<file path="src/rtl/uart_pkg.sv">
`default_nettype none
// ============================================================================
// uart_pkg : receiver state encoding and framing constants for uart_rx_fifo
// Rev 1.0
// ============================================================================
package uart_pkg;

  localparam int OVERSAMPLE = 16;
  localparam int MID_SAMPLE = 7;
  localparam int DATA_BITS  = 8;

  typedef enum logic [1:0] {
    IDLE  = 2'd0,
    START = 2'd1,
    DATA  = 2'd2,
    STOP  = 2'd3
  } rx_state_t;

endpackage
`default_nettype wire

</file>
<file path="src/rtl/uart_rx_fifo_sync_fifo.sv">
`default_nettype none
// ============================================================================
// sync_fifo : single-clock show-ahead FIFO; full/empty decided by occupancy
// Rev 1.0
// ============================================================================
module sync_fifo #(
  parameter int WIDTH = 8,
  parameter int DEPTH = 16
) (
  input  logic                     clk,
  input  logic                     reset_n,
  input  logic                     wr_en,
  input  logic [WIDTH-1:0]         wr_data,
  input  logic                     rd_en,
  output logic [WIDTH-1:0]         rd_data,
  output logic [$clog2(DEPTH):0]   count,
  output logic                     empty,
  output logic                     full
);

  localparam int              AW        = $clog2(DEPTH);
  localparam logic [AW:0]     DEPTH_CNT = (AW+1)'(DEPTH);

  logic [WIDTH-1:0] mem [DEPTH];
  logic [AW-1:0]    wr_ptr;
  logic [AW-1:0]    rd_ptr;
  logic             do_wr;
  logic             do_rd;

  assign empty = (count == '0);
  assign full  = (count == DEPTH_CNT);
  assign do_rd = rd_en & ~empty;
  // A write on full is accepted only when a pop frees the head slot this cycle.
  assign do_wr = wr_en & (~full | rd_en);
  assign rd_data = empty ? '0 : mem[rd_ptr];

  always_ff @(posedge clk) begin
    if (do_wr) mem[wr_ptr] <= wr_data;
  end

  always_ff @(posedge clk or negedge reset_n) begin
    if (!reset_n) begin
      wr_ptr <= '0;
      rd_ptr <= '0;
      count  <= '0;
    end else begin
      if (do_wr) wr_ptr <= wr_ptr + 1'b1;
      if (do_rd) rd_ptr <= rd_ptr + 1'b1;
      case ({do_wr, do_rd})
        2'b10:   count <= count + 1'b1;
        2'b01:   count <= count - 1'b1;
        default: count <= count;
      endcase
    end
  end

endmodule
`default_nettype wire

</file>
<file path="src/rtl/uart_rx_fifo.sv">
`default_nettype none
// ============================================================================
// uart_rx_fifo : 16x-oversampled UART receiver feeding a show-ahead FIFO.
// Optional even-parity framing and parity_err flag: define UART_RX_PARITY_EN.
// Rev 1.0
// ============================================================================
module uart_rx_fifo
  import uart_pkg::*;
#(
  parameter int CLK_HZ     = 50000000,
  parameter int BAUD       = 115200,
  parameter int FIFO_DEPTH = 16
) (
  input  logic                          clk,
  input  logic                          reset_n,
  input  logic                          rxd,
  input  logic                          rd_en,
  input  logic                          clr_err,
  output logic [7:0]                    rx_data,
  output logic                          rx_valid,
  output logic [$clog2(FIFO_DEPTH):0]   fifo_count,
  output logic                          overrun,
`ifdef UART_RX_PARITY_EN
  output logic                          parity_err,
`endif
  output logic                          framing_err
);

  localparam int               DIV      = CLK_HZ / (BAUD * OVERSAMPLE);
  localparam int               DIV_W    = (DIV > 1) ? $clog2(DIV) : 1;
  localparam logic [DIV_W-1:0] DIV_LAST = DIV_W'(DIV - 1);
`ifdef UART_RX_PARITY_EN
  localparam int               FRAME_BITS = DATA_BITS + 1;
`else
  localparam int               FRAME_BITS = DATA_BITS;
`endif
  localparam logic [3:0]       MID_PH   = 4'(MID_SAMPLE);
  localparam logic [3:0]       LAST_PH  = 4'(OVERSAMPLE - 1);
  localparam logic [3:0]       LAST_BIT = 4'(FRAME_BITS - 1);

  logic                  rxd_meta, rxd_s, rxd_d;
  logic                  fall;
  logic [DIV_W-1:0]      div_cnt;
  logic                  tick;
  rx_state_t             state, state_n;
  logic [3:0]            phase, phase_n;
  logic [3:0]            bit_cnt, bit_n;
  logic [FRAME_BITS-1:0] shift, shift_n;
  logic                  brk_wait, brk_n;
  logic                  push, push_n;
  logic                  ferr_set;
  logic                  fifo_empty, fifo_full;

  always_ff @(posedge clk or negedge reset_n) begin
    if (!reset_n) begin
      rxd_meta <= 1'b1;
      rxd_s    <= 1'b1;
      rxd_d    <= 1'b1;
    end else begin
      rxd_meta <= rxd;
      rxd_s    <= rxd_meta;
      rxd_d    <= rxd_s;
    end
  end

  assign fall = rxd_d & ~rxd_s;

  always_ff @(posedge clk or negedge reset_n) begin
    if (!reset_n)                div_cnt <= '0;
    else if (div_cnt == DIV_LAST) div_cnt <= '0;
    else                         div_cnt <= div_cnt + 1'b1;
  end

  assign tick = (div_cnt == DIV_LAST);

  always_ff @(posedge clk or negedge reset_n) begin
    if (!reset_n) begin
      state    <= IDLE;
      phase    <= '0;
      bit_cnt  <= '0;
      shift    <= '0;
      brk_wait <= 1'b0;
      push     <= 1'b0;
    end else begin
      state    <= state_n;
      phase    <= phase_n;
      bit_cnt  <= bit_n;
      shift    <= shift_n;
      brk_wait <= brk_n;
      push     <= push_n;
    end
  end

  always_comb begin
    state_n  = state;
    phase_n  = phase;
    bit_n    = bit_cnt;
    shift_n  = shift;
    brk_n    = brk_wait;
    push_n   = 1'b0;
    ferr_set = 1'b0;
    case (state)
      IDLE: begin
        if (fall) begin
          state_n = START;
          phase_n = '0;
        end
      end
      START: begin
        if (tick) begin
          if (phase == MID_PH) begin
            phase_n = '0;
            bit_n   = '0;
            state_n = rxd_s ? IDLE : DATA;
          end else begin
            phase_n = phase + 4'd1;
          end
        end
      end
      DATA: begin
        if (tick) begin
          if (phase == LAST_PH) begin
            phase_n = '0;
            shift_n = {rxd_s, shift[FRAME_BITS-1:1]};
            bit_n   = bit_cnt + 4'd1;
            if (bit_cnt == LAST_BIT) state_n = STOP;
          end else begin
            phase_n = phase + 4'd1;
          end
        end
      end
      STOP: begin
        // After a low stop bit, hold here until the line idles so a break is not seen as a new start.
        if (brk_wait) begin
          if (rxd_s) begin
            brk_n   = 1'b0;
            state_n = IDLE;
          end
        end else if (tick) begin
          if (phase == LAST_PH) begin
            phase_n = '0;
            if (rxd_s) begin
              push_n  = 1'b1;
              state_n = IDLE;
            end else begin
              ferr_set = 1'b1;
              brk_n    = 1'b1;
            end
          end else begin
            phase_n = phase + 4'd1;
          end
        end
      end
      default: state_n = IDLE;
    endcase
  end

  always_ff @(posedge clk or negedge reset_n) begin
    if (!reset_n) begin
      overrun     <= 1'b0;
      framing_err <= 1'b0;
    end else begin
      if (push && fifo_full && !rd_en) overrun <= 1'b1;
      else if (clr_err)                overrun <= 1'b0;
      if (ferr_set)     framing_err <= 1'b1;
      else if (clr_err) framing_err <= 1'b0;
    end
  end

`ifdef UART_RX_PARITY_EN
  // Even parity: the xor over data plus parity bit must be zero.
  always_ff @(posedge clk or negedge reset_n) begin
    if (!reset_n)              parity_err <= 1'b0;
    else if (push && (^shift)) parity_err <= 1'b1;
    else if (clr_err)          parity_err <= 1'b0;
  end
`endif

  sync_fifo #(
    .WIDTH (DATA_BITS),
    .DEPTH (FIFO_DEPTH)
  ) u_fifo (
    .clk     (clk),
    .reset_n (reset_n),
    .wr_en   (push),
    .wr_data (shift[DATA_BITS-1:0]),
    .rd_en   (rd_en),
    .rd_data (rx_data),
    .count   (fifo_count),
    .empty   (fifo_empty),
    .full    (fifo_full)
  );

  assign rx_valid = ~fifo_empty;

endmodule
`default_nettype wire

</file>
<file path="config.mk">
export PLATFORM = sky130hd
export DESIGN_NAME = uart_rx_fifo
export DESIGN_NICKNAME = d
export VERILOG_FILES = /design/src/rtl/uart_pkg.sv /design/src/rtl/uart_rx_fifo_sync_fifo.sv /design/src/rtl/uart_rx_fifo.sv
export SDC_FILE = /design/constraint.sdc
export NUM_CORES = 1
export LEC_CHECK = 0
export CELL_PAD_IN_SITES_DETAIL_PLACEMENT = 0
export CELL_PAD_IN_SITES_GLOBAL_PLACEMENT = 2
export CORE_MARGIN = 5
export CORE_UTILIZATION = 44
export DETAILED_ROUTE_END_ITERATION = 16
export PLACE_DENSITY_LB_ADDON = 0.25
export SYNTH_ARGS = -nofsm -noshare
export SYNTH_HDL_FRONTEND = slang
export SYNTH_SLANG_ARGS = --single-unit
</file>
<file path="constraint.sdc">
create_clock -name clk -period 3.41 [get_ports clk]
set_clock_uncertainty 0.1 [all_clocks]
set_input_delay 0.5115 -clock clk [delete_from_list [all_inputs] [get_ports clk]]
set_output_delay 0.5115 -clock clk [all_outputs]
set_load 0.03 [all_outputs]
</file>
==> results_dict.tcl <==
set metrics [dict create \
    status "finished clean" \
    rows 47 \
    placed_area_um2 7830 \
    synth_warnings 0 \
    finalInstanceArea_um2 8450 \
    htreeDepth 4 \
    cts_tree "yes" \
    n_fill_cell 1332 \
    start_util_pct 44.3 \
    p_leak_nw 3.44 \
    yosysUniqueCellTypes 59 \
    clk_pin_slew_ps 70 \
    critPathMaxFanout 8 \
    post-route-period-util_pct 92.9 \
    async_flop_share_pct 25.1 \
    timing.final.crit_period_ps 3170 \
    dieWidth_um 139 \
    final_cell_mix "edfxtp_1 (128), dfrtp_1 (39), nor2_1 (26)" \
    p_comb_share_pct 20.5 \
    die_h_um 139 \
    cp_data_arrival_time_ps 2560 \
    final_nets 490 \
    clkPwrFrac_pct 35.8 \
    wire_per_inst_um 19.4 \
    syn_to_final_growth_pct 16.1 \
    cellPowerDensity_nw_per_um2 659 \
    reg2reg_from "u_fifo.count[2]" \
    critPathTopFamily "multiplexers" \
    synth_area_um2 7270 \
    fin_setup_tns_ps 0 \
    firstDrtPassIters 4 \
    gp_congestion 0.757 \
    avgSynthCellArea_um2 16.9 \
    clock_latency_ps 420 \
    cts_sinks 171 \
    path_buf_inv 2 \
    cts_buffers 17 \
    startpoint_type "register" \
    clockBufferDepth 2 \
    internal_power_mw 4.05 \
    vias 3754 \
    worstSetupStartpoint "u_fifo.rd_ptr[1]" \
    coreArea_um2 16400 \
    ioPinCount 21 \
    maxCapViolCount 0 \
    cp_cell_sequence "buf_4 -> mux4_1 -> mux2_2 -> o21ai_0 -> a21oi_1 -> dlygate4sd2_1" \
    n_antenna_cell 0 \
    root_buffer "clkbuf_16" \
    slowest_stage "mux4_1" \
    hp-class "in2async" \
    synth-seq-area-share_pct 67.7 \
    final_util_pct 51.5 \
    required_ps 2800 \
    place_inst 673 \
    p_sw_mw 1.52 \
    syn_nets 448 \
    critPathKind "reg2out" \
    grt_first_pass_wirelength_mm 22.3 \
    ys.flop_type "edfxtp_1" \
    ys_ff_latch 171 \
    fin_cells 705 \
    drt_wl_total_mm 13.7 \
    fmax_ghz 0.316 \
    antenna_found_initial 0 \
    total_power_mw 5.56 \
    cpPeakStageDelay_ps 550 \
    io_buffers 20 \
    dp_hpwl_mm 8.89 \
    p_sw_share_pct 27.3 \
    setup_viol 0 \
    grt_pass1_vias 3962 \
    slew_headroom_pct 30.3 \
    ir_worst_vdd_uv 417 \
    seq_power_share_pct 43.7 \
    drc 0 \
    worstMarginPinSlew_ps 1050 \
    synthCells 430 \
    dieArea_um2 19200 \
    vias_per_cell 5.32 \
    synth_edf_count 128 \
    grt_max_degree 44 \
    slew_viol_final 0 \
    rsz0062_at_grt "no" \
    grt_overflow 0 \
    finalHoldViolCount 0 \
    final_common_cell "edfxtp_1" \
    antenna_left 0 \
    end_kind "primary output" \
    drtIter0Drc 185 \
    layout-drive-gt1-share_pct 21.9 \
    cts_hold_buf 0 \
    post_cts_buffers 0 \
    grt_usage_pct 15.1 \
]
-- routing by layer --
layer / share of wire [%] / track usage (%) / vias to the layer above / wire length (um)
met5: 0 / 0 / - / 0
met4: 1.5 / 4.89 / 0 / 206
met3: 2.7 / 3.66 / 15 / 373
met2: 50 / 24.8 / 61 / 6830
met1: 46 / 19.9 / 1916 / 6240
li1: - / - / 1762 / -
-- path summary, 6_finish.rpt --
check | to | slack (ps) | cells past startpoint
hold / removal | phase[0] | 160 | 1
max in group asynchronous | u_fifo.rd_ptr[1] | 2320 | 1
min in group clk | rxd_s | 260 | 0
setup / recovery | rx_data[1] | 240 | 6
hold reg to reg | rxd_s | 260 | 0
setup reg to reg | u_fifo.count[4] | 560 | 11
-- sequential cells by signal, indices dropped and copies added (netlist names), named ones only --
name / flops
u_fifo.mem: 128
shift: 8
div_cnt: 5
u_fifo.count: 5
bit_cnt: 4
phase: 4
u_fifo.rd_ptr: 4
u_fifo.wr_ptr: 4
brk_wait: 1
framing_err: 1
overrun: 1
push: 1
rxd_d: 1
rxd_meta: 1
rxd_s: 1
state: 1
-- cell type report --
class                      count  area, um2  area share, %
tap                          220        275           3.26
clock inverter                11        168           1.99
sequential                   171       4920           58.3
multi-input combinational    226       2170           25.7
inverter                      11       41.3          0.489
clock buffer                  21        440           5.21
timing repair buffer          45        425           5.04
-- cell families (layout without fill, tap and decap cells) --
| kind of cell | Yosys count | in the layout | share of synthesized area, % |
|---|---|---|---|
| AND/OR/NAND/NOR | 86 | 86 | 6.42 |
| adder cells (fa/ha/maj) | 13 | 13 | 2.24 |
| flip-flops | 171 | 171 | 67.7 |
| multiplexers | 60 | 60 | 14.6 |
| AO/OA/AOI/OAI | 51 | 51 | 4.71 |
| XOR/XNOR | 16 | 16 | 1.93 |
| buffers and inverters | 33 | 88 | 2.48 |
-- worst reg2reg max path, stage by stage (launching register included) --
cell and delay (ps):
dfrtp_1 470, nor4_2 460, nand2b_1 140, nand2_1 170, inv_1 80, ha_1 220
xor2_1 150, ha_1 220, or2_2 300, a31oi_1 170, o31ai_1 90, xor2_1 150
-- power by group through the flow --
| stage | sequential [mW] | clock [mW] | combinational, mW |
|---|---|---|---|
| floorplan | 2.44 | 0 | 0.849 |
| global placement | 2.47 | 0 | 1.18 |
| detailed placement | 2.47 | 0 | 1.19 |
| CTS | 2.43 | 2.03 | 1.18 |
| global route | 2.45 | 2.13 | 1.24 |
| finish | 2.43 | 1.99 | 1.14 |
-- synth_stat cells, drive strengths merged (2+ instances only) --
master | n | area, um2
a22o | 5 | 43.8
a21oi | 10 | 50.1
nand3 | 8 | 40.0
mux2i | 9 | 90.1
dfstp | 3 | 78.8
o21ai | 16 | 83.8
nand2 | 11 | 41.3
mux2 | 19 | 214
and3 | 3 | 18.8
buf | 15 | 103
nor3 | 7 | 35.0
inv | 11 | 41.3
clkbuf | 7 | 36.3
xor2 | 7 | 61.3
or2 | 3 | 18.8
mux4 | 32 | 754
nand4 | 2 | 12.5
edfxtp | 128 | 3840
o211ai | 3 | 22.5
o2bb2ai | 2 | 17.5
dfrtp | 40 | 1000
nor2b | 4 | 25.0
a31oi | 3 | 25.0
ha | 13 | 163
nor4 | 4 | 31.3
a311oi | 2 | 17.5
nor2 | 26 | 97.6
nand3b | 3 | 22.5
xnor2 | 9 | 78.8
nand2b | 6 | 37.5
or3 | 2 | 12.5
-- timing repair --
action / in CTS / in global routing
gates resized for setup: 5 / 4
gates cloned: 0 / 0
endpoints found under the setup margin: 8 / 4
-- through the flow --
step | hold WS (ps) | setup slack, ps
2_1_floorplan | 116 | 446
3_3_place_gp | 249 | 344
3_5_place_dp | 248 | 318
4_1_cts | 211 | 23.3
5_1_grt | 261 | 68.0
6_report | 163 | 243
(Power assumes the default switching activity.)
